===== src/rtl/mpram.sv =====
// Multi-port single-clock RAM model with per-byte write enables, per-port read mode,
// configurable read latency and a post-reset initialisation sweep.
module mpram #(
  parameter int NUM_PORTS  = 2,
  parameter int MEM_DEPTH  = 16,
  parameter int MEM_WIDTH  = 32,
  parameter int BYTE_WIDTH = 8,
  parameter int RD_LATENCY = 1,
  parameter logic [MEM_WIDTH-1:0] INIT_VALUE = '0,
  localparam int ADDR_WIDTH = $clog2(MEM_DEPTH),
  localparam int NUM_BYTES  = MEM_WIDTH / BYTE_WIDTH
) (
  input  logic                              clk,
  input  logic                              rst,
  input  logic [NUM_PORTS-1:0]              csn,
  input  logic [NUM_PORTS-1:0]              wen,
  input  logic [NUM_PORTS*NUM_BYTES-1:0]    be,
  input  logic [NUM_PORTS*ADDR_WIDTH-1:0]   addr,
  input  logic [NUM_PORTS*MEM_WIDTH-1:0]    wdata,
  input  logic [NUM_PORTS-1:0]              mode,
  output logic [NUM_PORTS*MEM_WIDTH-1:0]    rdata,
  output logic [NUM_PORTS-1:0]              rvalid,
  output logic [NUM_PORTS-1:0]              collision,
  output logic                              init_busy
);

  typedef enum logic {
    ST_INIT,
    ST_READY
  } state_t;

  logic [MEM_WIDTH-1:0] mem [MEM_DEPTH];

  state_t                state;
  logic [ADDR_WIDTH-1:0] init_ptr;

  logic [NUM_PORTS-1:0]  port_act;
  logic [NUM_PORTS-1:0]  port_wr;
  logic [NUM_PORTS-1:0]  in_range;
  logic [NUM_PORTS-1:0]  coll_next;
  logic [ADDR_WIDTH-1:0] port_addr  [NUM_PORTS];
  logic [MEM_WIDTH-1:0]  port_wdata [NUM_PORTS];
  logic [NUM_BYTES-1:0]  port_be    [NUM_PORTS];
  logic [MEM_WIDTH-1:0]  rd_word    [NUM_PORTS];

  logic [NUM_PORTS-1:0]  vld_pipe  [RD_LATENCY];
  logic [NUM_PORTS-1:0]  stage_vin [RD_LATENCY];
  logic [MEM_WIDTH-1:0]  dat_pipe  [NUM_PORTS][RD_LATENCY];
  logic [MEM_WIDTH-1:0]  stage_din [NUM_PORTS][RD_LATENCY];

  // Unpack the flat port buses; inputs only matter once the sweep is done and csn is low.
  always_comb begin
    for (int p = 0; p < NUM_PORTS; p++) begin
      port_addr[p]  = addr[p*ADDR_WIDTH +: ADDR_WIDTH];
      port_wdata[p] = wdata[p*MEM_WIDTH +: MEM_WIDTH];
      port_be[p]    = be[p*NUM_BYTES +: NUM_BYTES];
      port_act[p]   = (state == ST_READY) && !csn[p];
      port_wr[p]    = port_act[p] && !wen[p];
      in_range[p]   = 32'(port_addr[p]) < MEM_DEPTH;
    end
  end

  always_comb begin
    for (int p = 0; p < NUM_PORTS; p++) begin
      rd_word[p] = '0;
      if (port_act[p] && in_range[p]) begin
        rd_word[p] = mem[port_addr[p]];
        if (port_wr[p] && mode[p]) begin
          for (int b = 0; b < NUM_BYTES; b++) begin
            if (port_be[p][b]) begin
              rd_word[p][b*BYTE_WIDTH +: BYTE_WIDTH] = port_wdata[p][b*BYTE_WIDTH +: BYTE_WIDTH];
            end
          end
        end
      end
    end
  end

  // A port loses if any of its enabled bytes overlaps an enabled byte of a lower-index writer.
  always_comb begin
    coll_next = '0;
    for (int p = 1; p < NUM_PORTS; p++) begin
      for (int q = 0; q < p; q++) begin
        if (port_wr[p] && port_wr[q] && in_range[p] && in_range[q] &&
            (port_addr[p] == port_addr[q]) && (|(port_be[p] & port_be[q]))) begin
          coll_next[p] = 1'b1;
        end
      end
    end
  end

  // Highest port is applied first so the lowest-index writer of each byte lands last and wins.
  always_ff @(posedge clk) begin
    if (state == ST_INIT) begin
      mem[init_ptr] <= INIT_VALUE;
    end else begin
      for (int p = NUM_PORTS - 1; p >= 0; p--) begin
        if (port_wr[p] && in_range[p]) begin
          for (int b = 0; b < NUM_BYTES; b++) begin
            if (port_be[p][b]) begin
              mem[port_addr[p]][b*BYTE_WIDTH +: BYTE_WIDTH] <= port_wdata[p][b*BYTE_WIDTH +: BYTE_WIDTH];
            end
          end
        end
      end
    end
  end

  always_ff @(posedge clk or posedge rst) begin
    if (rst) begin
      state     <= ST_INIT;
      init_ptr  <= '0;
      init_busy <= 1'b1;
      collision <= '0;
    end else begin
      collision <= coll_next;
      case (state)
        ST_INIT: begin
          if (init_ptr == ADDR_WIDTH'(MEM_DEPTH - 1)) begin
            state     <= ST_READY;
            init_busy <= 1'b0;
          end else begin
            init_ptr <= init_ptr + 1'b1;
          end
        end
        ST_READY: begin
          state <= ST_READY;
        end
        default: begin
          state <= ST_INIT;
        end
      endcase
    end
  end

  always_comb begin
    stage_vin[0] = port_act;
    for (int i = 1; i < RD_LATENCY; i++) begin
      stage_vin[i] = vld_pipe[i-1];
    end
    for (int p = 0; p < NUM_PORTS; p++) begin
      stage_din[p][0] = rd_word[p];
      for (int i = 1; i < RD_LATENCY; i++) begin
        stage_din[p][i] = dat_pipe[p][i-1];
      end
    end
  end

  // The final stage doubles as the rdata register, so it only loads on a valid beat.
  always_ff @(posedge clk or posedge rst) begin
    if (rst) begin
      for (int i = 0; i < RD_LATENCY; i++) begin
        vld_pipe[i] <= '0;
      end
      for (int p = 0; p < NUM_PORTS; p++) begin
        for (int i = 0; i < RD_LATENCY; i++) begin
          dat_pipe[p][i] <= '0;
        end
      end
    end else begin
      for (int i = 0; i < RD_LATENCY; i++) begin
        vld_pipe[i] <= stage_vin[i];
      end
      for (int p = 0; p < NUM_PORTS; p++) begin
        for (int i = 0; i < RD_LATENCY; i++) begin
          if ((i < RD_LATENCY - 1) || stage_vin[i][p]) begin
            dat_pipe[p][i] <= stage_din[p][i];
          end
        end
      end
    end
  end

  always_comb begin
    rvalid = vld_pipe[RD_LATENCY-1];
    for (int p = 0; p < NUM_PORTS; p++) begin
      rdata[p*MEM_WIDTH +: MEM_WIDTH] = dat_pipe[p][RD_LATENCY-1];
    end
  end

endmodule


===== config.mk =====
export PLATFORM = sky130hd
export DESIGN_NAME = mpram
export DESIGN_NICKNAME = d
export VERILOG_FILES = /design/src/rtl/mpram.sv
export SDC_FILE = /design/constraint.sdc
export NUM_CORES = 1
export LEC_CHECK = 0
export CAP_MARGIN = 20
export CORE_MARGIN = 1
export CORE_UTILIZATION = 40
export DETAILED_ROUTE_END_ITERATION = 16
export GPL_TIMING_DRIVEN = 0
export SYNTH_ARGS = -nofsm -noshare
export SYNTH_HDL_FRONTEND = slang
export SYNTH_SLANG_ARGS = --single-unit

===== constraint.sdc =====
create_clock -name clk -period 3.7 [get_ports clk]
set_input_delay 0.74 -clock clk [delete_from_list [all_inputs] [get_ports clk]]
set_output_delay 0.74 -clock clk [all_outputs]
set_load 0.01 [all_outputs]

==> flow_metrics.tcl <==
set metrics [dict create \
    power.ir.vdd_worst_uv 341 \
    critical_path.top_delay_family "buffers and inverters" \
    crit_path_start_kind "input port" \
    area_used_by_multi_input_combinational_logic_um2 16300 \
    grt.overflow.total 0 \
    final-hold-violation-count 0 \
    nNetsFinal 2711 \
    cp.arrival_ns 4.01 \
    switching_power_mw 4.18 \
    finalWorstPathRequiredPeriod_ns 3.66 \
    cts-root-buf "sky130_fd_sc_hd__clkbuf_16" \
    worstSetupStartpoint "wen[1]" \
    pin_count_of_the_biggest_net_entering_global_routing 40 \
    design_area_um2 40100 \
    post_synth_inst_count 2347 \
    crit_path_max_fanout 10 \
    pwr-share-seq_pct 46.3 \
    cap_violations 0 \
    power_switching_share_pct 26.2 \
    worst_slack_ns 0.0450 \
    crit-reg2reg-launch "state$_DFF_PP0_" \
    critical_path.n_buffers_inverters 4 \
    setup_viol 0 \
    path_depth 8 \
    clock_sinks 585 \
    initial_core_utilization_pct 40.3 \
    clkLatencyLatePin_ns 0.61 \
    cts_inserted_buffers 66 \
    most_used_flip_flop_cell_after_synthesis "sky130_fd_sc_hd__edfxtp_1" \
    synth_enable_flop_cells 512 \
    clk_pin_slew_worst_paths_ns 0.06 \
    antennaDiodeCount 0 \
    clock_tree.htree_level_count 3 \
    fraction_of_the_cycle_the_final_worst_path_needs_pct 98.8 \
    slew_headroom_pct 17.8 \
    clock_tree_from_tritoncts "built" \
    detail_route.wirelength_um 141000 \
    worst_clock_skew_ns 0.0191 \
    reg2reg_to "mem[4][30]$_DFFE_PP_" \
    post_synth.cell_area_avg_um2 14.6 \
    die_area_um2 86900 \
    route.vias.total 24900 \
    biggest_cell_delay_along_the_critical_path_ns 0.96 \
    crit_path_end_kind "flip-flop" \
    drt-wirelength-per-cell_um 36.9 \
    synthesis.nets 2436 \
    power.density_nw_per_um2 398 \
    static-leakage-power_nw 15.4 \
    max_clock_freq_mhz 274 \
    async_reset_ff_share_pct 12.5 \
    core-area_um2 85000 \
    preCtsSetupSlack_ns -0.636 \
    die_width_um 295 \
    path_class "in2reg" \
    cts.repair_timing.setup_buffer_count 0 \
    drcViolationCount 0 \
    worstPathCellList "clkdlybuf4s50_1, or3b_4, nor2_4, buf_6, mux2i_2, buf_6, o31ai_1, buf_2" \
    yosysUniqueCellTypes 61 \
    number_of_global_route_vias_before_repair 25200 \
    yosys_register_bits 585 \
    power.share.clock_pct 40.3 \
    ff2ff_path_depth 7 \
    first_pass_iters 6 \
    grt_first_pass_wirelength_um 193000 \
    area_delta_synth_final_pct 16.9 \
    detailedPlacementHpwl_um 104000 \
    placedInstanceArea_um2 38000 \
    gp_congestion 1.03 \
    antenna_found_initial 2 \
    via_per_inst 6.52 \
    detailedRoute.firstIterationViolations 3136 \
    grt_usage_pct 32.3 \
    library_cell_contributing_the_largest_single_delay_on_the_critical_path "sky130_fd_sc_hd__mux2i_2" \
    run_status "finished clean" \
    die_h_um 295 \
    cp-endpoint "mem[4][30]$_DFFE_PP_" \
    synth-warning-count 0 \
    route.antenna.remaining_nets 0 \
    placement_rows 107 \
    power_report.internal_total_mw 11.8 \
    ios 157 \
    timing.reg2reg.setup_slack_ns 0.50 \
    cts-root-to-sink-buffers 3 \
    synth_area_um2 34300 \
    postCtsHoldBufs 0 \
    crit_required_ns 4.05 \
    sequential_cell_area_um2 17200 \
    crit_top_cell "sky130_fd_sc_hd__buf_6" \
    tightest_slew_ns 1.23 \
    worst_hold_path_type "in2async" \
    final_layout_size_suffix_gt1_share_pct 39.2 \
    grt_setup_unrepaired "false" \
    portBuffers 151 \
    comb_power_share_pct 13.4 \
    synth_sequential_area_ratio_pct 50.2 \
    timing_max_transition_violations_final 0 \
    fill_cells 7404 \
]
## what timing repair did
action / 4_1_cts / 5_1_grt
gates resized for setup: 1 / 6
pin swaps: 0 / 0
endpoints found under the setup margin: 2 / 92
## power by group through the flow
stage	Clock, mW	Combinational, mW	Sequential, mW
floorplan	0	1.04	7.51
global placement	0	1.99	7.53
detailed placement	0	2.05	7.52
CTS	6.44	2.06	7.39
global route	6.66	2.19	7.39
finish	6.43	2.13	7.39
## cells in the final DEF, fill, tap and decap left out, types with 7 or more instances in the layout
cell,synthesis,routed
sky130_fd_sc_hd__buf_2,82,93
sky130_fd_sc_hd__nor2_4,16,16
sky130_fd_sc_hd__a22oi_1,94,94
sky130_fd_sc_hd__mux2_1,16,16
sky130_fd_sc_hd__nand3_1,49,49
sky130_fd_sc_hd__clkbuf_16,0,69
sky130_fd_sc_hd__or2_2,12,12
sky130_fd_sc_hd__buf_1,10,10
sky130_fd_sc_hd__and2_1,26,26
sky130_fd_sc_hd__buf_4,10,33
sky130_fd_sc_hd__clkinv_1,0,10
sky130_fd_sc_hd__o22ai_1,76,75
sky130_fd_sc_hd__buf_6,15,26
sky130_fd_sc_hd__buf_8,0,7
sky130_fd_sc_hd__and2_4,10,10
sky130_fd_sc_hd__clkinv_2,0,8
sky130_fd_sc_hd__a31oi_1,65,65
sky130_fd_sc_hd__mux2i_1,196,196
sky130_fd_sc_hd__nand2_2,14,14
sky130_fd_sc_hd__mux4_2,164,164
sky130_fd_sc_hd__mux2_2,513,513
sky130_fd_sc_hd__nand2b_1,7,7
sky130_fd_sc_hd__nor3_1,10,9
sky130_fd_sc_hd__dfrtp_1,72,72
sky130_fd_sc_hd__nor2_1,12,11
sky130_fd_sc_hd__nand3b_1,16,16
sky130_fd_sc_hd__edfxtp_1,512,512
sky130_fd_sc_hd__o31ai_2,0,32
sky130_fd_sc_hd__nand2_1,98,98
sky130_fd_sc_hd__o31ai_1,40,8
sky130_fd_sc_hd__o32ai_2,0,8
sky130_fd_sc_hd__clkdlybuf4s50_1,0,151
sky130_fd_sc_hd__clkbuf_1,86,107
sky130_fd_sc_hd__nor2b_1,13,13
sky130_fd_sc_hd__a21oi_1,8,8
sky130_fd_sc_hd__a2bb2oi_1,32,32
## metrics by stage
stage	instances	hold WS [ns]	utilization, %	TNS [ns]	power [mW]
2_1_floorplan	2347	0.466	-	0	8.55
6_report	3815	0.533	47.2	0	15.9
3_3_place_gp	3642	0.516	43.8	-474.21	9.51
4_1_cts	3812	0.529	47.1	0	15.9
5_1_grt	3815	0.556	47.2	0	16.2
3_5_place_dp	3695	0.511	44.7	-171.33	9.58
## state kept, by name, indices dropped and copies added, names as in the netlist
register   count
collision      1
init_busy      1
init_ptr       4
mem          512
rdata         64
rvalid         2
state          1
## per-layer routing
metal	wire [um]	GRT usage [%]	part of all wire, %
met5	0	0	0
met4	7910	16.8	5.6
met3	16800	10.2	12
met2	63800	50.0	45
met1	52500	40.3	37
## final cells by class
type / instances / area share (%)
clock buffers: 94 / 4.64
multi-input cells: 1553 / 40.7
repair buffers: 207 / 5.18
clock inverters: 23 / 0.406
plain buffers: 205 / 2.56
well taps: 1144 / 3.57
inverters: 4 / 0.0437
flip-flops and latches: 585 / 42.9
## kinds of logic (layout without fill, tap and decap cells)
group,count (synthesis),after routing,share of synthesized area [%]
compound gates,338,338,6.95
xor+xnor,6,6,0.153
other cells,1,1,0.0109
flops,585,585,50.2
simple gates,311,311,5.49
buf+inv,209,533,3.03
fa+ha+maj,1,1,0.0365
mux,896,896,34.2
## worst min path at each step
stage	start	end	slack, ns
2_1_floorplan	init_busy$_DFFE_PP1P_	init_busy$_DFFE_PP1P_	0.47
3_3_place_gp	init_busy$_DFFE_PP1P_	init_busy$_DFFE_PP1P_	0.52
3_5_place_dp	init_busy$_DFFE_PP1P_	init_busy$_DFFE_PP1P_	0.51
4_1_cts	rst	rvalid[1]$_DFF_PP0_	0.53
5_1_grt	init_busy$_DFFE_PP1P_	init_busy$_DFFE_PP1P_	0.56
6_report	rst	rvalid[1]$_DFF_PP0_	0.53
## cell usage after synthesis (3+ instances only)
master | instances | area share [%]
sky130_fd_sc_hd__mux2_2 | 513 | 17
sky130_fd_sc_hd__edfxtp_1 | 512 | 45
sky130_fd_sc_hd__mux2i_1 | 196 | 5.7
sky130_fd_sc_hd__mux4_2 | 164 | 11
sky130_fd_sc_hd__nand2_1 | 98 | 1.1
sky130_fd_sc_hd__a22oi_1 | 94 | 2.1
sky130_fd_sc_hd__clkbuf_1 | 86 | 0.94
sky130_fd_sc_hd__buf_2 | 82 | 1.2
sky130_fd_sc_hd__o22ai_1 | 76 | 1.4
sky130_fd_sc_hd__dfrtp_1 | 72 | 5.3
sky130_fd_sc_hd__a31oi_1 | 65 | 1.2
sky130_fd_sc_hd__nand3_1 | 49 | 0.72
sky130_fd_sc_hd__o31ai_1 | 40 | 0.88
sky130_fd_sc_hd__a2bb2oi_1 | 32 | 0.82
sky130_fd_sc_hd__and2_1 | 26 | 0.47
sky130_fd_sc_hd__mux2_1 | 16 | 0.53
sky130_fd_sc_hd__nand3b_1 | 16 | 0.35
sky130_fd_sc_hd__nor2_4 | 16 | 0.53
sky130_fd_sc_hd__buf_6 | 15 | 0.49
sky130_fd_sc_hd__nand2_2 | 14 | 0.26
sky130_fd_sc_hd__nor2b_1 | 13 | 0.24
sky130_fd_sc_hd__nor2_1 | 12 | 0.13
sky130_fd_sc_hd__or2_2 | 12 | 0.22
sky130_fd_sc_hd__and2_4 | 10 | 0.26
sky130_fd_sc_hd__buf_1 | 10 | 0.11
sky130_fd_sc_hd__buf_4 | 10 | 0.22
sky130_fd_sc_hd__nor3_1 | 10 | 0.15
sky130_fd_sc_hd__a21oi_1 | 8 | 0.12
sky130_fd_sc_hd__o32ai_1 | 8 | 0.20
sky130_fd_sc_hd__nand2b_1 | 7 | 0.13
sky130_fd_sc_hd__mux2i_2 | 6 | 0.24
sky130_fd_sc_hd__nor2_8 | 5 | 0.29
sky130_fd_sc_hd__o21ai_0 | 5 | 0.073
sky130_fd_sc_hd__a21boi_0 | 4 | 0.088
sky130_fd_sc_hd__inv_1 | 4 | 0.044
sky130_fd_sc_hd__nor3b_1 | 4 | 0.088
sky130_fd_sc_hd__o21bai_1 | 4 | 0.088
sky130_fd_sc_hd__xnor2_1 | 4 | 0.10
sky130_fd_sc_hd__nor3_2 | 3 | 0.088
(Power assumes the default switching activity.)
